<file path="config.mk">
export PLATFORM = sky130hd
export DESIGN_NAME = audio_sound_scheduler
export DESIGN_NICKNAME = d
export VERILOG_FILES = /design/src/rtl/audio_sound_scheduler.sv
export SDC_FILE = /design/constraint.sdc
export NUM_CORES = 1
export LEC_CHECK = 0
export BUFFER_PORTS_ARGS = -buffer_cell sky130_fd_sc_hd__buf_2
export CAP_MARGIN = 20
export CORE_MARGIN = 10
export CORE_UTILIZATION = 59
export CTS_CLUSTER_DIAMETER = 50
export DETAILED_ROUTE_END_ITERATION = 7
export PLACE_DENSITY = 0.88
export SYNTH_ARGS = -nofsm -noshare
export SYNTH_HDL_FRONTEND = slang
export SYNTH_SLANG_ARGS = --single-unit
</file>
<file path="constraint.sdc">
create_clock -name clk -period 11.2 [get_ports clk]
set_input_delay 0 -clock clk [delete_from_list [all_inputs] [get_ports clk]]
set_output_delay 0 -clock clk [all_outputs]
set_load 0.005 [all_outputs]
</file>
<file path="src/rtl/audio_sound_scheduler.sv">
// Fixed-priority sound-effect scheduler with preemption and retrigger. It drives the
// audio phase-counter step enable and times each sound from a 1 ms tick.
module audio_sound_scheduler #(
  parameter int unsigned NUM_REQ   = 4,
  parameter int unsigned DIV_WIDTH = 16,
  parameter int unsigned DUR_WIDTH = 10
) (
  input  logic                           clk,
  input  logic                           resetN,
  input  logic [NUM_REQ-1:0]             req,
  input  logic [NUM_REQ*DIV_WIDTH-1:0]   div_val,
  input  logic [NUM_REQ*DUR_WIDTH-1:0]   dur_val,
  input  logic                           tick_1ms,
  input  logic                           mute,
  output logic                           addr_en,
  output logic                           sound_on,
  output logic [$clog2(NUM_REQ)-1:0]     active_id,
  output logic [NUM_REQ-1:0]             grant,
  output logic                           done,
  output logic                           busy
);

  localparam int unsigned ID_W = $clog2(NUM_REQ);

  typedef enum logic [1:0] {IDLE, LOAD, PLAY, GAP} state_t;

  state_t                 state_q, state_d;
  logic [NUM_REQ-1:0]     pending_q, pending_d;
  logic [ID_W-1:0]        sel_q, sel_d;
  logic [ID_W-1:0]        active_id_d;
  logic [DIV_WIDTH-1:0]   div_cnt_q, div_cnt_d;
  logic [DUR_WIDTH-1:0]   dur_cnt_q, dur_cnt_d;
  logic [NUM_REQ-1:0]     grant_d;
  logic                   addr_en_d, sound_on_d, done_d, busy_d;

  logic [DIV_WIDTH-1:0]   div_arr [NUM_REQ];
  logic [DUR_WIDTH-1:0]   dur_arr [NUM_REQ];
  logic [ID_W-1:0]        low_idx;
  logic                   any_pend;
  logic [NUM_REQ-1:0]     set_mask;
  logic                   expire;

  // A divider of zero steps every cycle, same as a divider of one.
  function automatic logic [DIV_WIDTH-1:0] div_reload(input logic [DIV_WIDTH-1:0] d);
    return (d == '0) ? '0 : d - DIV_WIDTH'(1);
  endfunction

  always_comb begin
    for (int i = 0; i < int'(NUM_REQ); i++) begin
      div_arr[i] = div_val[i*DIV_WIDTH +: DIV_WIDTH];
      dur_arr[i] = dur_val[i*DUR_WIDTH +: DUR_WIDTH];
    end
  end

  // Lowest pending index is the highest-priority waiting requester.
  always_comb begin
    low_idx  = '0;
    any_pend = |pending_q;
    for (int i = int'(NUM_REQ) - 1; i >= 0; i--) begin
      if (pending_q[i]) low_idx = ID_W'(i);
    end
  end

  always_comb begin
    state_d     = state_q;
    sel_d       = sel_q;
    active_id_d = active_id;
    div_cnt_d   = div_cnt_q;
    dur_cnt_d   = dur_cnt_q;
    expire      = 1'b0;
    set_mask    = req;
    if (state_q == PLAY) set_mask[active_id] = 1'b0;
    pending_d   = pending_q | set_mask;

    case (state_q)
      IDLE: begin
        if (any_pend) begin
          sel_d   = low_idx;
          state_d = LOAD;
        end
      end
      LOAD: begin
        active_id_d      = sel_q;
        div_cnt_d        = div_reload(div_arr[sel_q]);
        dur_cnt_d        = dur_arr[sel_q];
        pending_d[sel_q] = 1'b0;
        state_d          = (dur_arr[sel_q] == '0) ? GAP : PLAY;
      end
      PLAY: begin
        if (div_cnt_q == '0) div_cnt_d = div_reload(div_arr[active_id]);
        else                 div_cnt_d = div_cnt_q - DIV_WIDTH'(1);
        // Retrigger restarts the duration only; the tone phase keeps running.
        if (req[active_id]) begin
          dur_cnt_d = dur_arr[active_id];
        end else if (tick_1ms) begin
          if (dur_cnt_q <= DUR_WIDTH'(1)) expire = 1'b1;
          else                            dur_cnt_d = dur_cnt_q - DUR_WIDTH'(1);
        end
        if (any_pend && (low_idx < active_id)) begin
          sel_d   = low_idx;
          state_d = LOAD;
        end else if (expire) begin
          state_d = GAP;
        end
      end
      GAP:     state_d = IDLE;
      default: state_d = IDLE;
    endcase

    grant_d    = (state_d == LOAD) ? (NUM_REQ'(1) << sel_d) : '0;
    addr_en_d  = (state_d == PLAY) && (div_cnt_d == '0) && !mute;
    sound_on_d = (state_d == PLAY) && !mute;
    done_d     = (state_d == GAP);
    busy_d     = (state_d != IDLE);
  end

  always_ff @(posedge clk) begin
    if (!resetN) begin
      state_q   <= IDLE;
      pending_q <= '0;
      sel_q     <= '0;
      div_cnt_q <= '0;
      dur_cnt_q <= '0;
      active_id <= '0;
      grant     <= '0;
      addr_en   <= 1'b0;
      sound_on  <= 1'b0;
      done      <= 1'b0;
      busy      <= 1'b0;
    end else begin
      state_q   <= state_d;
      pending_q <= pending_d;
      sel_q     <= sel_d;
      div_cnt_q <= div_cnt_d;
      dur_cnt_q <= dur_cnt_d;
      active_id <= active_id_d;
      grant     <= grant_d;
      addr_en   <= addr_en_d;
      sound_on  <= sound_on_d;
      done      <= done_d;
      busy      <= busy_d;
    end
  end

endmodule
</file>
# Yosys cells after proc, flatten, opt, wreduce, memory -nomap -nowiden
# Index checks and enable logic that the tools add are counted.
# classes
shift,1
multipliers,0
n_eq_ne,8
n_div,0
bitwise_logic,7
n_addsub,4
mux,44
reduce_logical,18
n_lt_le_gt_ge,8
# ops
cell,count
two-way mux 16 bit,7
two-way mux 10 bit,7
binary-select mux 16 bit (select 2 bit),2
logical NOT 16 bit,4
subtractor 16 x 1 -> 16 bit (second input constant),3
binary-select mux 10 bit (select 2 bit),2
one-hot mux 16 bit (2 select lines),1
one-hot mux 10 bit (2 select lines),1
two-way mux 2 bit,9
<= comparator 10 x 1 -> 1 bit (second input constant),1
logical NOT 10 bit,1
subtractor 10 x 1 -> 10 bit (second input constant),1
AND 4 bit,2
equality test 2 bit (second input constant),4
two-way mux 1 bit,8
two-way mux 4 bit,2
inverter 4 bit,2
one-hot mux 2 bit (4 select lines),1
>= comparator 3 bit (second input constant),2
logical AND 1 bit,6
less-than comparator 2 x 3 -> 1 bit (second input constant),2
inverter 2 -> 3 bit,2
demux 1 bit (select 2 bit),2
equality test 2 x 1 -> 1 bit (second input constant),2
other kinds (14),16
# word_totals
output_inout_bits,10
latchBits,0
romBits,0
n_memories,0
elab_cells,101
ram_bits,0
reg_bits,44
inputBits,112

# Longest topological paths before layout
# Gate-level depths: netlist (run 1).
# logic_depth
ltp_word,11
ltp_mapped,14
ltp_nobuf,12

# Worst setup path after synthesis (run 1)
# Ideal clock, no wire load.
# synth_path
path_kind,reg2reg
from,register active_id[0]
to,register addr_en
t_arrival_ps,3509
path_stages_with_launch,12
slack_ps,7603
required_ps,11112
setup_time_ps,88
synth_period_minus_slack_ps,3597
n_path_buf,2
path_cell_list,dfxtp_1 > buf_2 > buf_2 > mux4_2 > nor4_1 > nand4b_1 > xor2_1 > a21oi_1 > a221oi_1 > nand3_1 > or3b_1 > nor4_2
# synth_via
elab_chain_cells,11
word_cells_on_any_way,22
classes_between,add/sub: 1; order compare: 1; eq/ne: 1; mux: 13; bitwise: 1; reduce/logical: 5
# synth_lines
element,line_no,source
start: declaration,17,"output logic [$clog2(NUM_REQ)-1:0] active_id,"
start signal: assignment,136,active_id <= active_id_d;
inverter 2 -> 3 bit (not written as such),90,if (div_cnt_q == '0) div_cnt_d = div_reload(div_arr[active_id]);
binary-select mux 16 bit (select 2 bit),90,
two-way mux 16 bit (not written as such) (2 in series),90,
subtractor 16 x 1 -> 16 bit or logical NOT 16 bit (tied branches),45,return (d == '0) ? '0 : d - DIV_WIDTH'(1);
two-way mux 16 bit,45,
two-way mux 16 bit,90,
one-hot mux 16 bit (2 select lines),75,case (state_q)
logical NOT 16 bit,111,addr_en_d = (state_d == PLAY) && (div_cnt_d == '0) && !mute;
logical AND 1 bit * (2 in series),111,
end signal: assignment,138,addr_en <= addr_en_d;
end: declaration,15,"output logic addr_en,"
# Every way passes the cells marked *; elsewhere a longest branch is shown, timed or not. The select of a mux whose other input is x is not followed.
# A chain may end at the register's enable or synchronous reset.

# Worst setup path in the final report (run 1)
# Same ends and word-level chain as after synthesis.

==> flow_metrics.tcl, run 1 <==
set metrics [dict create \
    max_slew_margin_pct 27.10 \
    ctsHoldBuffers 3 \
    cp_max_fo 39 \
    yosys.area.top_type_share_pct 25.10 \
    io_buffers 121 \
    synth_seq_area_share_pct 18.88 \
    setup_viol 0 \
    dieArea_mm2 0.01186 \
    drv_slew 0 \
    cp.required_ps 11410 \
    synth_area_leaders "mux4_2 25%, dfxtp_1 19%, nor2_1 5.5%, xnor2_1 3.8%, xor2_1 3.8%" \
    async_flop_share_pct 0 \
    clockBufferDepth 2 \
    pin_count 122 \
    outcome "finished with violations" \
    path_cells "buf_4 > mux4_2 > nor4_1 > nand4b_1 > or3_1 > xor2_1 > a21oi_1 > a221oi_1 > nand4b_1 > nor4_2" \
    setup.worst_path.start_class "flop" \
    vias 4741 \
    ys_types 67 \
    htree_num_levels 2 \
    met1_length_um 6157 \
    path_class "flop to flop" \
    yosys_warnings 0 \
    cpMaxStageDelayCell "nor4_1" \
    arrival_ps 4210 \
    synthCells 519 \
    drtIter0Drc 419 \
    cts-root-buf "clkbuf_8" \
    ctsResizeCount 0 \
    fmax_mhz 250.0 \
    grt_pass1_wl_um 23210 \
    start_util_pct 60.38 \
    grt_overflow 0 \
    clkLatencyLatePin_ps 310 \
    ir_drop_mv 0.05447 \
    critPathMostFrequentCell "nand4b_1" \
    wl_um 14500 \
    hp-class "input port to flop" \
    worst_pin_slew_ps 1092 \
    cpLargestDelayFamily "simple AND/OR/NAND/NOR gates" \
    power_density_mw_per_mm2 134.7 \
    diodes 0 \
    synth.avg_cell_area_um2 8.990 \
    drive_gt1_share_pct 32.70 \
    synth_edf_count 0 \
    die_w_um 108.9 \
    area_growth_pct 16.60 \
    endpoint_kind "flop" \
    cts.sinks 44 \
    ys_seq_elements 44 \
    cts_buffers 5 \
    grtUsageTotal_pct 24.07 \
    postSynthNetCount 642 \
    period_share_pct 35.71 \
    setup_slack_ps 7201 \
    drc 0 \
    cts.reportedPaths.clkPinSlew_ps 100 \
    leakagePower_nw 2.055 \
    grt_antenna_before_repair 0 \
    fp.dieH_um 108.9 \
    max_stage_delay_ps 780 \
    dr_wl_met2_um 6915 \
    grt_pass1_vias 4785 \
    viasPerCell 6.503 \
    ant_nets 0 \
    cts_tree "built" \
    finClkSkew_ps 18.11 \
    top_layer "met4" \
    pre_cts_ws_ps 7219 \
    hold_slack_ps -4.432 \
    setup_tns_ps 0 \
    finalCriticalPeriod_ps 3999 \
    core-area_mm2 0.007727 \
    routedWlPerCell_um 19.88 \
    synthesis.area_mm2 0.004666 \
    violations "negative hold slack" \
    path_buf_inv 1 \
    final_nets 749 \
    place_congestion 0.9734 \
    rsz0062_at_grt "false" \
    cap_violations 0 \
    place_hpwl_um 11510 \
    post_cts_buffers 0 \
    grt_max_degree 40 \
    rows 32 \
    dominantRegCellSynth "dfxtp_1" \
    finalHoldViolCount 1 \
    wl_met3_um 1234 \
    yosys.area.top_type "mux4_2" \
    dr.pass1.iters 5 \
]
## report_power, final
| part | leakage (nW) | internal (mW) | switching [mW] |
|---|---|---|---|
| Combinational | 1.65 | 0.184 | 0.240 |
| Clock | 0.0445 | 0.0503 | 0.0587 |
| Sequential | 0.361 | 0.178 | 0.0224 |
| Total | 2.06 | 0.412 | 0.321 |
## tightest hold or removal path, stage by stage
cell and delay, ps:
buf_2 150, o21ai_0 80, nor2_1 40
## synthesized netlist by cell type, drive strengths merged, types with 3 or more instances
cell    number
nor3        14
nor2        68
o211ai       9
xor2        20
nor2b        6
nand3       11
mux4        52
ha          11
a311oi       3
o311ai       3
xnor2       20
nand3b       3
a21oi       14
or4          5
o31ai        4
or3          5
and4         3
buf         11
nand2       45
or3b         3
a221oi       7
nor4        15
a211oi       8
inv         15
nand2b       7
and2         5
nand4        5
and3         4
mux2i       13
clkbuf      20
dfxtp       44
o21ai       34
nand4b       4
## cell type report
cell class	count	area, um2
Clock buffer	7	86.33
Clock inverter	1	7.507
Fill cell	616	2287
Inverter	16	60.06
Multi-Input combinational cell	428	3587
Sequential cell	44	883.3
Tap cell	102	127.6
Timing Repair Buffer	131	688.2
## cells by family (layout without fill, tap and decap cells)
logic type	count (synthesis)	count (layout)	synth area share, %
flops	44	44	18.88
simple gates	211	211	23.65
xor+xnor	40	40	7.509
compound gates	99	99	14.40
buf+inv	47	155	4.237
fa+ha+maj	11	11	2.950
mux	67	67	28.37
## metrics by stage
step / utilization, % / total power [mW] / std cells / cell area (um2) / hold WS, ps
after detailed placement: 68.80 / 0.6153 / 718 / 5316 / 233.3
after global placement: 68.80 / 0.6090 / 718 / 5316 / 233.8
after global routing: 70.40 / 0.7782 / 729 / 5440 / 17.16
after CTS: 70.40 / 0.7239 / 729 / 5440 / 0.1957
final: 70.40 / 0.7328 / 729 / 5440 / -4.432
after floorplan: - / 0.5141 / 519 / 4666 / 86.21
## worst paths after layout
kind	startpoint	endpoint	slack, ps	cells after the start
setup / recovery	active_id[0]	addr_en	7200	10
hold / removal	resetN	pending_q[2]	-4	3
setup reg to reg	active_id[0]	addr_en	7200	10
hold reg to reg	dur_cnt_q[6]	dur_cnt_q[6]	540	2
## layout by cell type (no fill, tap or decap), drive strengths merged, types with 9 or more instances in the layout
cell type / synthesis / routed
nor2: 68 / 68
xor2: 20 / 20
nor3: 14 / 14
a21oi: 14 / 14
mux2i: 13 / 13
mux4: 52 / 52
ha: 11 / 11
dfxtp: 44 / 44
o211ai: 9 / 9
o21ai: 34 / 34
nand2: 45 / 45
inv: 15 / 15
nand3: 11 / 11
nor4: 15 / 15
buf: 11 / 128
xnor2: 20 / 20
## sequential cells by signal, summed over array words and instances (netlist names)
signal / cells
active_id: 2
div_cnt_q: 16
done: 1
sound_on: 1
grant: 4
addr_en: 1
pending_q: 4
dur_cnt_q: 10
busy: 1
state_q: 2
sel_q: 2
## routing by layer
layer  vias to the layer above  track usage [%]
met4                         0            6.874
met5                         -                0
li1                       2197                -
met2                       274            39.33
met3                        18            4.307
met1                      2252            31.91
No activity file was read; power rests on OpenSTA's default activity.
==> inputs of run 2 (changes only) <==
--- a/config.mk
+++ b/config.mk
@@ -8,10 +8,10 @@
 export BUFFER_PORTS_ARGS = -buffer_cell sky130_fd_sc_hd__buf_2
 export CAP_MARGIN = 20
 export CORE_MARGIN = 10
-export CORE_UTILIZATION = 59
+export CORE_UTILIZATION = 49
 export CTS_CLUSTER_DIAMETER = 50
 export DETAILED_ROUTE_END_ITERATION = 7
-export PLACE_DENSITY = 0.88
+export PLACE_DENSITY = 0.78
 export SYNTH_ARGS = -nofsm -noshare
 export SYNTH_HDL_FRONTEND = slang
 export SYNTH_SLANG_ARGS = --single-unit
==> constraint.sdc (replaced) <==
create_clock -name clk -period 3.56 [get_ports clk]
set_input_delay 0 -clock clk [delete_from_list [all_inputs] [get_ports clk]]
set_output_delay 0 -clock clk [all_outputs]
set_load 0.005 [all_outputs]
==> run 2 against run 1 <==
- the run now ends clean
- via count increased by 0.36%
- combinational power increased to 3.3 times the previous value
- utilization decreased by 9.3 points
- highest routed layer unchanged
==> flow_metrics.tcl, run 2 (synthesis results as in run 1) <==
set metrics [dict create \
    outcome "complete, no violations" \
    core-area_mm2 0.009240 \
    final_cell_mix "121 x buf_2, 68 x nor2_1, 52 x mux4_2" \
    ir_drop_mv 0.2017 \
    clockBufferDepth 2 \
    grt_max_degree 32 \
    area_growth_pct 21.00 \
    pin_count 122 \
    dieArea_mm2 0.01383 \
    rsz0062_at_grt "false" \
    diodes 0 \
    setup_viol 0 \
    place_congestion 0.9505 \
    rows 35 \
    finClkSkew_ps 9.267 \
    period_share_pct 94.48 \
    drv_slew 0 \
    post_cts_buffers 0 \
    cp.required_ps 3780 \
    critPathMostFrequentCell "buf_4" \
    viasPerCell 6.147 \
    leakagePower_nw 2.166 \
    power_density_mw_per_mm2 427.7 \
    start_util_pct 50.49 \
    max_stage_delay_ps 530 \
    met1_length_um 6260 \
    grtUsageTotal_pct 20.25 \
    hp-class "input port to flop" \
    reg.largest.list "div_cnt_q: 16 flops, dur_cnt_q: 10 flops" \
    htree_num_levels 2 \
    grt_antenna_before_repair 0 \
    top_layer "met4" \
    drtIter0Drc 368 \
    setup_tns_ps 0 \
    largest_reg_flops 16 \
    path_class "flop to flop" \
    ant_nets 0 \
    vias 4758 \
    cp_max_fo 8 \
    clkLatencyLatePin_ps 310 \
    endpoint_kind "flop" \
    routedWlPerCell_um 18.74 \
    final_util_pct 61.10 \
    dr_wl_met2_um 6790 \
    drive_gt1_share_pct 35.19 \
    cts.sinks 44 \
    max_slew_margin_pct 30.30 \
    cap_violations 0 \
    fmax_mhz 297.3 \
    setup.worst_path.start_class "flop" \
    dr.pass1.iters 5 \
    top_register "div_cnt_q" \
    finalCriticalPeriod_ps 3363 \
    grt_pass1_wl_um 23820 \
    cpMaxStageDelayCell "mux4_2" \
    cts-root-buf "clkbuf_8" \
    worst_pin_slew_ps 1044 \
    io_buffers 121 \
    drc 0 \
    final_common_cell "buf_2" \
    cts_buffers 5 \
    die_w_um 117.6 \
    wl_met3_um 1194 \
    place_hpwl_um 11870 \
    grt_pass1_vias 4983 \
    fp.dieH_um 117.6 \
    grt_overflow 0 \
    cts.reportedPaths.clkPinSlew_ps 90 \
    cts_tree "built" \
    arrival_ps 3590 \
    path_cells "buf_4 > mux4_2 > or3_1 > nor3_2 > buf_4 > nand2_1 > xnor2_1 > a221oi_2 > nand3_1 > or3b_1 > nor4_2" \
    wl_um 14500 \
    finalHoldViolCount 0 \
    final_nets 767 \
]
## run 2: changes by cell type in the layout (fill, tap and decap cells not counted), sizes merged
cell | previous run | this run
buf | 128 | 148
dlygate4sd3 | 3 | 1
bufinv | 0 | 1
clkbuf | 7 | 6
clkinv | 1 | 2
clkinvlp | 1 | 0
## run 2: path summary, 6_finish.rpt
check             cells after the start    startpoint  slack, ps           end
setup / recovery                     11      sel_q[0]        200       addr_en
hold / removal                        3          mute          6      sound_on
setup reg to reg                     11      sel_q[0]        200       addr_en
hold reg to reg                       2  dur_cnt_q[9]        540  dur_cnt_q[9]
## run 2: power by group
group / switching, mW / internal, mW
Clock: 0.186 / 0.209
Sequential: 0.0850 / 0.559
Combinational: 0.757 / 0.619
Total: 1.03 / 1.39
## run 2: cell type report
| cell class | instances | area (um2) |
|---|---|---|
| multi-input combinational | 428 | 3600 |
| fill | 799 | 3595 |
| sequential | 44 | 885.9 |
| timing repair buffer | 149 | 830.8 |
| tap | 129 | 161.4 |
| clock buffer | 6 | 72.57 |
| inverter | 16 | 60.06 |
| clock inverter | 2 | 35.03 |
## run 2: worst max-delay path: cells and delay by family, from the launching register on
kind,cells,cell delay (ps)
AOI/OAI and AO/OA,1,290
xor gates and xnor gates,1,160
buffers and inverters,2,420
DFF,1,420
muxes,1,530
and+or+nand+nor,6,1450
## run 2: layer usage
metal  global-route usage [%]  up-vias
li1                         -     2227
met1                    26.51     2242
met2                    33.04      264
met3                    3.885       25
met4                    5.873        0
met5                        0        -
## run 2: repair_timing
action | in CTS | in global routing
hold buffers | 1 | 0
resized for setup | 0 | 2
endpoints found under the setup margin | 0 | 1
hold endpoints to repair | 1 | 0
## run 2: per-stage QoR
| stage | instances | setup WS [ps] | cell area [um2] | hold WS [ps] | power (mW) |
|---|---|---|---|---|---|
| finish | 774 | 196.7 | 5645 | 5.539 | 2.415 |
| global route | 774 | 5.175 | 5645 | 2.418 | 2.568 |
| CTS | 774 | 159.2 | 5637 | 1.194 | 2.393 |
| detailed placement | 765 | 184.4 | 5519 | 305.2 | 1.997 |
| global placement | 765 | 263.6 | 5519 | 282.2 | 1.962 |
| floorplan | 519 | 24.89 | 4672 | 86.21 | 1.619 |
